File: config.mk
export PLATFORM = sky130hd
export DESIGN_NAME = pipe_ctrl_flat
export DESIGN_NICKNAME = d
export VERILOG_FILES = /design/src/rtl/pipe_ctrl_if.sv /design/src/rtl/pipe_ctrl.sv /design/src/flat_wrapper.sv
export SDC_FILE = /design/constraint.sdc
export NUM_CORES = 1
export LEC_CHECK = 0
export BUFFER_PORTS_ARGS = -buffer_cell sky130_fd_sc_hd__clkbuf_2
export CAP_MARGIN = 20
export CORE_MARGIN = 2
export CORE_UTILIZATION = 41
export DETAILED_ROUTE_END_ITERATION = 10
export PLACE_DENSITY = 0.78
export SYNTH_ARGS = -nofsm -noshare
export SYNTH_HDL_FRONTEND = slang
export SYNTH_SLANG_ARGS = --single-unit
File: constraint.sdc
create_clock -name clk -period 1.8 [get_ports clk]
set_clock_uncertainty 0.2 [all_clocks]
set_input_delay 0.09 -clock clk [delete_from_list [all_inputs] [get_ports clk]]
set_output_delay 0.09 -clock clk [all_outputs]
set_load 0.05 [all_outputs]
File: src/rtl/pipe_ctrl_if.sv
// pipe_ctrl_if: bundles the stall/flush controller's request inputs and control outputs.
//   master : pipeline side - drives stall requests and the exception report, receives
//            stall/flush/new_pc and the performance counters.
//   slave  : pipe_ctrl side.
// Signals: stallreq_{if,id,ex,mem}, exc_valid_i, exc_is_eret_i, cp0_epc_i[31:0] (requests);
//          stall[5:0], flush, new_pc[31:0], stall_cycles[CNT_W-1:0], flush_count[15:0].
interface pipe_ctrl_if #(
  parameter int unsigned CNT_W = 32
);
  logic             stallreq_if;
  logic             stallreq_id;
  logic             stallreq_ex;
  logic             stallreq_mem;
  logic             exc_valid_i;
  logic             exc_is_eret_i;
  logic [31:0]      cp0_epc_i;
  logic [5:0]       stall;
  logic             flush;
  logic [31:0]      new_pc;
  logic [CNT_W-1:0] stall_cycles;
  logic [15:0]      flush_count;

  modport master (
    output stallreq_if, stallreq_id, stallreq_ex, stallreq_mem,
    output exc_valid_i, exc_is_eret_i, cp0_epc_i,
    input  stall, flush, new_pc, stall_cycles, flush_count
  );

  modport slave (
    input  stallreq_if, stallreq_id, stallreq_ex, stallreq_mem,
    input  exc_valid_i, exc_is_eret_i, cp0_epc_i,
    output stall, flush, new_pc, stall_cycles, flush_count
  );
endinterface

File: src/rtl/pipe_ctrl.sv
// pipe_ctrl: central stall/flush controller for the 5-stage MIPS pipeline.
// Merges per-stage stall requests into stall[5:0] ([0]=PC .. [5]=WB), issues exception/ERET
// flushes (deferred while an instruction or data SRAM access is in flight) and keeps
// stall-cycle / flush performance counters.
// Ports:
//   clk  - clock
//   rst  - synchronous, active-high reset
//   bus  - pipe_ctrl_if.slave: stall requests, exception report, stall/flush/new_pc, counters
module pipe_ctrl #(
  parameter logic [31:0] EXC_VECTOR = 32'hBFC00380,
  parameter int unsigned CNT_W      = 32
) (
  input logic         clk,
  input logic         rst,
  pipe_ctrl_if.slave  bus
);

  localparam logic [1:0] ST_RUN   = 2'd0;
  localparam logic [1:0] ST_PEND  = 2'd1;
  localparam logic [1:0] ST_FLUSH = 2'd2;

  localparam logic [5:0] STALL_MEM = 6'b011111;
  localparam logic [5:0] STALL_EX  = 6'b001111;
  localparam logic [5:0] STALL_ID  = 6'b000111;
  localparam logic [5:0] STALL_IF  = 6'b000011;

  logic [1:0]       r_state;
  logic [1:0]       w_state_next;
  logic [31:0]      r_pend_pc;
  logic [31:0]      w_pend_pc_next;
  logic [CNT_W-1:0] r_stall_cycles;
  logic [15:0]      r_flush_count;

  logic             w_bus_busy;
  logic [31:0]      w_exc_target;
  logic [5:0]       w_stall_merge;
  logic [5:0]       w_stall;
  logic             w_flush;
  logic [31:0]      w_new_pc;

  // A flush cannot be issued while either SRAM bus has a transaction outstanding.
  assign w_bus_busy   = bus.stallreq_if | bus.stallreq_mem;
  assign w_exc_target = bus.exc_is_eret_i ? bus.cp0_epc_i : EXC_VECTOR;

  // Deepest requesting stage wins: it holds itself and everything upstream.
  always_comb begin
    w_stall_merge = '0;
    if (bus.stallreq_mem) begin
      w_stall_merge = STALL_MEM;
    end else if (bus.stallreq_ex) begin
      w_stall_merge = STALL_EX;
    end else if (bus.stallreq_id) begin
      w_stall_merge = STALL_ID;
    end else if (bus.stallreq_if) begin
      w_stall_merge = STALL_IF;
    end
  end

  always_comb begin
    w_state_next   = r_state;
    w_pend_pc_next = r_pend_pc;
    w_stall        = '0;
    w_flush        = 1'b0;
    w_new_pc       = '0;
    case (r_state)
      ST_RUN: begin
        if (bus.exc_valid_i && !w_bus_busy) begin
          w_flush  = 1'b1;
          w_new_pc = w_exc_target;
        end else if (bus.exc_valid_i) begin
          // Hold the excepting instruction in MEM until the bus drains.
          w_stall        = STALL_MEM;
          w_pend_pc_next = w_exc_target;
          w_state_next   = ST_PEND;
        end else begin
          w_stall = w_stall_merge;
        end
      end
      ST_PEND: begin
        w_stall = STALL_MEM;
        if (!w_bus_busy) begin
          w_state_next = ST_FLUSH;
        end
      end
      ST_FLUSH: begin
        w_flush      = 1'b1;
        w_new_pc     = r_pend_pc;
        w_state_next = ST_RUN;
      end
      default: begin
        w_state_next = ST_RUN;
      end
    endcase
    // Keep the pipeline quiet while reset is held.
    if (rst) begin
      w_stall  = '0;
      w_flush  = 1'b0;
      w_new_pc = '0;
    end
  end

  always_ff @(posedge clk) begin
    if (rst) begin
      r_state        <= ST_RUN;
      r_pend_pc      <= '0;
      r_stall_cycles <= '0;
      r_flush_count  <= '0;
    end else begin
      r_state   <= w_state_next;
      r_pend_pc <= w_pend_pc_next;
      if (w_stall != 6'b000000) begin
        r_stall_cycles <= r_stall_cycles + CNT_W'(1);
      end
      if (w_flush && (r_flush_count != 16'hFFFF)) begin
        r_flush_count <= r_flush_count + 16'd1;
      end
    end
  end

  assign bus.stall        = w_stall;
  assign bus.flush        = w_flush;
  assign bus.new_pc       = w_new_pc;
  assign bus.stall_cycles = r_stall_cycles;
  assign bus.flush_count  = r_flush_count;

endmodule

File: src/flat_wrapper.sv
// flat-port wrapper written by rule: the top's interface ports become plain ports
module pipe_ctrl_flat 
#(
  parameter logic [31:0] EXC_VECTOR = 32'hBFC00380,
  parameter int unsigned CNT_W      = 32
)
  (clk, rst, bus_stallreq_if, bus_stallreq_id, bus_stallreq_ex, bus_stallreq_mem, bus_exc_valid_i, bus_exc_is_eret_i, bus_cp0_epc_i, bus_stall, bus_flush, bus_new_pc, bus_stall_cycles, bus_flush_count);
  pipe_ctrl_if #(.CNT_W(CNT_W)) bus_i ();
  input logic clk;
  input logic rst;
  input wire logic [$bits(bus_i.stallreq_if)-1:0] bus_stallreq_if;
  input wire logic [$bits(bus_i.stallreq_id)-1:0] bus_stallreq_id;
  input wire logic [$bits(bus_i.stallreq_ex)-1:0] bus_stallreq_ex;
  input wire logic [$bits(bus_i.stallreq_mem)-1:0] bus_stallreq_mem;
  input wire logic [$bits(bus_i.exc_valid_i)-1:0] bus_exc_valid_i;
  input wire logic [$bits(bus_i.exc_is_eret_i)-1:0] bus_exc_is_eret_i;
  input wire logic [$bits(bus_i.cp0_epc_i)-1:0] bus_cp0_epc_i;
  output wire logic [$bits(bus_i.stall)-1:0] bus_stall;
  output wire logic [$bits(bus_i.flush)-1:0] bus_flush;
  output wire logic [$bits(bus_i.new_pc)-1:0] bus_new_pc;
  output wire logic [$bits(bus_i.stall_cycles)-1:0] bus_stall_cycles;
  output wire logic [$bits(bus_i.flush_count)-1:0] bus_flush_count;
  assign bus_i.stallreq_if = bus_stallreq_if;
  assign bus_i.stallreq_id = bus_stallreq_id;
  assign bus_i.stallreq_ex = bus_stallreq_ex;
  assign bus_i.stallreq_mem = bus_stallreq_mem;
  assign bus_i.exc_valid_i = bus_exc_valid_i;
  assign bus_i.exc_is_eret_i = bus_exc_is_eret_i;
  assign bus_i.cp0_epc_i = bus_cp0_epc_i;
  assign bus_stall = bus_i.stall;
  assign bus_flush = bus_i.flush;
  assign bus_new_pc = bus_i.new_pc;
  assign bus_stall_cycles = bus_i.stall_cycles;
  assign bus_flush_count = bus_i.flush_count;
  pipe_ctrl #(.EXC_VECTOR(EXC_VECTOR), .CNT_W(CNT_W)) u_core (.clk(clk), .rst(rst), .bus(bus_i));
endmodule
; After elaboration in Yosys (flattened, before gate mapping)
; Cells that the tools add are included.
[op_classes]
eq_ne = 6
n_reduce_logical = 7
bitwise_logic = 2
addsub = 2
n_mux = 19
[op_table]
columns = op, n
row1 = 32-bit 2-to-1 mux, 3
row2 = 32-bit case mux with 2 select lines, 1
row3 = 6-bit 2-to-1 mux, 6
row4 = "32-bit by 1-bit adder with 32-bit output, second input constant", 1
row5 = "16-bit by 1-bit adder with 16-bit output, second input constant", 1
row6 = "16-bit != test, second input constant", 1
row7 = 6-bit case mux with 2 select lines, 1
row8 = 2-bit 2-to-1 mux, 4
row9 = "2-bit != test, second input constant", 3
row10 = 3-bit AND reduction, 2
row11 = 6-bit nonzero test, 1
row12 = 2-bit case mux with 2 select lines, 1
row13 = "2-bit by 1-bit equality test with 1-bit output, second input constant", 1
row14 = "2-bit equality test, second input constant", 1
row15 = 1-bit logical AND, 2
row16 = 2-bit logical NOT, 1
row17 = 1-bit 2-to-1 mux, 2
row18 = 1-bit case mux with 2 select lines, 1
row19 = 1-bit logical NOT, 1
row20 = 1-bit inverter, 1
row21 = 1-bit bitwise OR, 1
[word_totals]
output_inout_bits = 87
elab_cells = 40
reg_bits = 82

; Depth between registers and ports, before layout
[logic_depth]
word_depth = 9
ltp_mapped = 7
ltp_nobuf = 6

; Least setup slack after synthesis
; Ideal clock, no wire load.
[synth_path]
path_type = reg2reg
start = reg u_core.r_stall_cycles[4] (netlist: u_core.bus.stall_cycles[4])
end = reg u_core.r_stall_cycles[14] (netlist: u_core.bus.stall_cycles[14])
setup_slack_ps = -537
arrival_time_ps = 2009
n_path_buf = 1
required_ps = 1472
stages_incl_launch_ff = 7
cell_sequence = dfxtp_1 -> nand4_2 -> a2111oi_4 -> buf_2 -> nand4_1 -> xor2_1 -> nor2_1
[synth_between]
elab_chain_len = 1
[synth_rtl]
columns = element, line
row1 = from (decl), pipe_ctrl.sv:31  ; logic [CNT_W-1:0] r_stall_cycles;
row2 = from (signal assigned), pipe_ctrl.sv:112  ; r_stall_cycles <= r_stall_cycles + CNT_W'(1);
row3 = 32-bit by 1-bit adder with 32-bit output, pipe_ctrl.sv:112
; No other way between the ends.
; A chain may end at the register's enable or synchronous reset.

; Worst setup path after layout
[layout_path]
start = reg u_core.r_state[1]
end = out bus_new_pc[13]
[layout_between]
elab_chain_len = 3
word_cells_on_any_way = 4
cone_classes = 1 x eq/ne / 2 x mux / 1 x reduce/logical
[layout_rtl]
columns = element, line
row1 = from (decl), pipe_ctrl.sv:27  ; logic [1:0] r_state;
row2 = from (signal assigned), pipe_ctrl.sv:109  ; r_state <= w_state_next;
row3 = 2-bit equality test / 2-bit logical NOT (equally long branches), pipe_ctrl.sv:65  ; case (r_state)
row4 = 32-bit case mux with 2 select lines *, pipe_ctrl.sv:65
row5 = 32-bit 2-to-1 mux *, pipe_ctrl.sv:95  ; if (rst) begin
row6 = to (decl), flat_wrapper.sv:20  ; output wire logic [$bits(bus_i.new_pc)-1:0] bus_new_pc;
; Mark *: on every way between the ends. The rest lies on a longest branch, timed or not.

==> summary.txt <==
Core Area: 9730 um^2
PD cells: 572 nW/um^2
Slew @ Worst Pin: 0.619 ns
Area grow syn2layout: 77.9%
Number of synthesized flops with an enable pin: 0
Final hold slack: 0.0380 ns
Multi-input gate area: 2990 um^2
Routed Antenna Nets: 0
Max-slew violations: 0
Register area share after synthesis: 40.2%
Register clock-pin slew on the reported worst setup and hold paths: 0.08 ns
Via count: 4804
Switch share: 28.8%
WS Path Type: flop to output pin
Startpoint types: flop
Detailed-route DRC error count: 0
Die height: 104 um
Synth area leaders: dfxtp_1 40%, nor2_1 8.6%, xor2_1 4.9%
Required @ worst endpoint: 1.51 ns
Number of synthesized register bits: 82
Post-Synthesis Net Count: 552
Iteration-0 DRC Markers: 242
Number of fill cells: 613
Placed cell area: 5730 um^2
Reg2reg path depth: 6
Hold_sp: bus_stallreq_mem
Synth area leader: dfxtp_1
Max cap viols: 0
Outcome: complete, but fails checks
Slew margin rel.: 58.3%
CTS root buffer: clkbuf_8
Initial Util: 41.9%
Initial antenna violation count: 0
Synthesized area: 4080 um^2
Global-route usage over all layers: 24.7%
H-tree Lvls: 3
CP endpoint kind: output pin
Post-synthesis cell type count: 42
Post-route setup slack: -0.429 ns
Worst hold path class: input pin to flop
Post-Syn Instances: 510
Routed WL: 15200 um
TritonCTS buffer count: 9
Num rows: 36
Int Pwr: 0.00296 W
Largest net degree at the start of global routing: 43
CP Max Fanout: 8
NumNets Final: 766
Register area: 1720 um^2
Hold Vio Cnt, Final: 0
DP HPWL: 8170 um
WHS Path Cells: 5
Clock latency on the worst-skew pair: 0.36 ns
Reg-to-reg slack, setup: -0.13 ns
# IOs: 127
Wire length per cell after detailed routing: 17.6 um
Die width: 104 um
Combinational share of power: 18.1%
Overflow after GRT: 0
Clock sinks: 82
IO buf count: 125
Mean post-synth cell area: 8.00 um^2
Final worst-path cycle share: 124%
Hold endpoint: u_core.r_state[1]
Clk buf depth: 2
TritonCTS clock tree: built
Sequential fraction of design power: 45.3%
RePlAce Congestion: 0.843
Vias per cell: 5.57
Peak supply drop: 0.350 mV
Clk network pwr share: 36.6%
First-pass GRT wire length: 22000 um
P_sw: 0.00119 W
Final setup viols: 59
Min cycle time layout: 2.23 ns
Setup tns final: -12.65 ns
Asr flop ratio synth: 0%
Top-area cell type share of the netlist area: 40.2%
ANT cells: 0
Failing checks: setup timing
Fin area: 7260 um^2
Layout cell share with drive strength beyond 1: 51.0%
Worst R2R End: u_core.bus.stall_cycles[21]
Vias in the first global route: 4512
Primary FF master, synth: dfxtp_1
Area of the die: 10800 um^2
Worst setup path startpoint: u_core.r_state[1]
WP data arrival: 1.94 ns
1st-pass router iterations: 5
R2R Path Start: u_core.bus.stall_cycles[5]
RSZ-0062 raised after global routing: yes
Static Leak: 2.83 nW
Syn. warnings: 0
Max Fclk: 449 MHz
critical path, cell delays in order, from the launching register on:
cell,delay [ns]
dfxtp_2,0.33
buf_6,0.12
nor2_4,0.07
nand2_2,0.07
nor3_4,0.20
buf_12,0.16
clkbuf_16,0.15
a32oi_1,0.17
nor2_4,0.16
buf_8,0.16
cell families (layout without fill, tap and decap cells):
| family | count (synthesis) | after routing | synth area share, % |
|---|---|---|---|
| AOI/OAI and AO/OA | 83 | 83 | 14.4 |
| buffers and inverters | 45 | 264 | 4.48 |
| adders and majority gates | 2 | 2 | 0.613 |
| other | 1 | 1 | 0.0919 |
| muxes | 14 | 14 | 3.43 |
| xor gates and xnor gates | 34 | 34 | 7.30 |
| and+or+nand+nor | 249 | 249 | 29.4 |
| DFF | 82 | 82 | 40.2 |
cells in the mapped netlist (3+ instances only):
cell / n
a21oi_1: 32
a22oi_1: 12
a311oi_1: 3
a32oi_1: 20
and2_1: 3
and3_1: 6
buf_2: 5
clkbuf_1: 31
dfxtp_1: 82
inv_1: 7
mux2i_1: 14
nand2_1: 39
nand2b_1: 14
nand3_1: 33
nand4_1: 20
nor2_1: 93
nor3_1: 16
nor4_1: 6
o21ai_0: 7
or2_2: 3
or3_1: 6
xnor2_1: 11
xor2_1: 23
sequential cells by signal, indices dropped and copies added, names as in the netlist:
register and count:
u_core.bus.stall_cycles 32, u_core.r_pend_pc 32, u_core.bus.flush_count 16, u_core.r_state 2
metrics by stage:
stage               worst slack (ns)  total power, W  utilization (%)  cells
finish                        -0.429         0.00415             74.6    862
global route                  -0.515         0.00431             74.6    862
CTS                           -0.380         0.00410             69.0    848
detailed placement            -0.155         0.00250             58.9    792
global placement              -0.108         0.00249             58.9    792
floorplan                     -0.256         0.00229                -    510
placed cells by master, fill, tap and decap left out, types with 6 or more instances in the layout:
| cell | n |
|---|---|
| nor2_1 | 55 |
| nand4_1 | 20 |
| inv_1 | 7 |
| dfxtp_4 | 10 |
| buf_8 | 32 |
| buf_12 | 11 |
| dfxtp_2 | 32 |
| clkbuf_2 | 88 |
| xnor2_1 | 10 |
| dfxtp_1 | 40 |
| a21oi_2 | 6 |
| buf_6 | 12 |
| a22oi_2 | 7 |
| dlygate4sd3_1 | 35 |
| a32oi_2 | 8 |
| a32oi_1 | 11 |
| nand3_1 | 25 |
| clkbuf_8 | 9 |
| nor2_4 | 33 |
| nand2_1 | 34 |
| nor4_4 | 6 |
| nor3_1 | 9 |
| buf_4 | 61 |
| o21ai_0 | 6 |
| xor2_1 | 22 |
| nand2b_1 | 14 |
| a21oi_1 | 26 |
| mux2i_1 | 14 |
per-layer routing:
layer | GRT usage, % | vias to the layer above | part of all wire [%]
li1 | - | 2235 | -
met1 | 29.4 | 2313 | 39
met2 | 43.0 | 204 | 52
met3 | 4.53 | 52 | 5.3
met4 | 12.0 | 0 | 4.1
met5 | 0 | - | 0
how the worst max path moves through the flow:
| stage | end |
|---|---|
| after floorplan | u_core.bus.stall_cycles[21] |
| after global routing | bus_new_pc[13] |
| final | bus_new_pc[13] |
| after global placement | u_core.bus.stall_cycles[21] |
| after CTS | bus_new_pc[5] |
| after detailed placement | u_core.bus.stall_cycles[21] |
timing repair:
action / 4_1_cts / 5_1_grt
endpoints found under the setup margin: 66 / 106
setup buffers: 6 / 11
pin swaps: 9 / 45
cloned: 0 / 3
hold endpoints to repair: 42 / 0
gates resized for setup: 83 / 98
hold buffers: 35 / 0
cell type report:
class / instances / share of cell area (%)
clock buffers: 9 / 1.71
clock inverters: 7 / 1.36
inverters: 7 / 0.362
multi-input cells: 383 / 41.2
flip-flops and latches: 82 / 23.7
well taps: 133 / 2.29
repair buffers: 241 / 29.4
power by group through the flow:
stage	Combinational, W	Sequential (W)	Clock [W]
6_report	0.000752	0.00188	0.00152
5_1_grt	0.000794	0.00189	0.00163
4_1_cts	0.000675	0.00187	0.00155
3_5_place_dp	0.000589	0.00192	0
3_3_place_gp	0.000575	0.00191	0
2_1_floorplan	0.000350	0.00194	0
No activity file was read; power rests on OpenSTA's default activity.
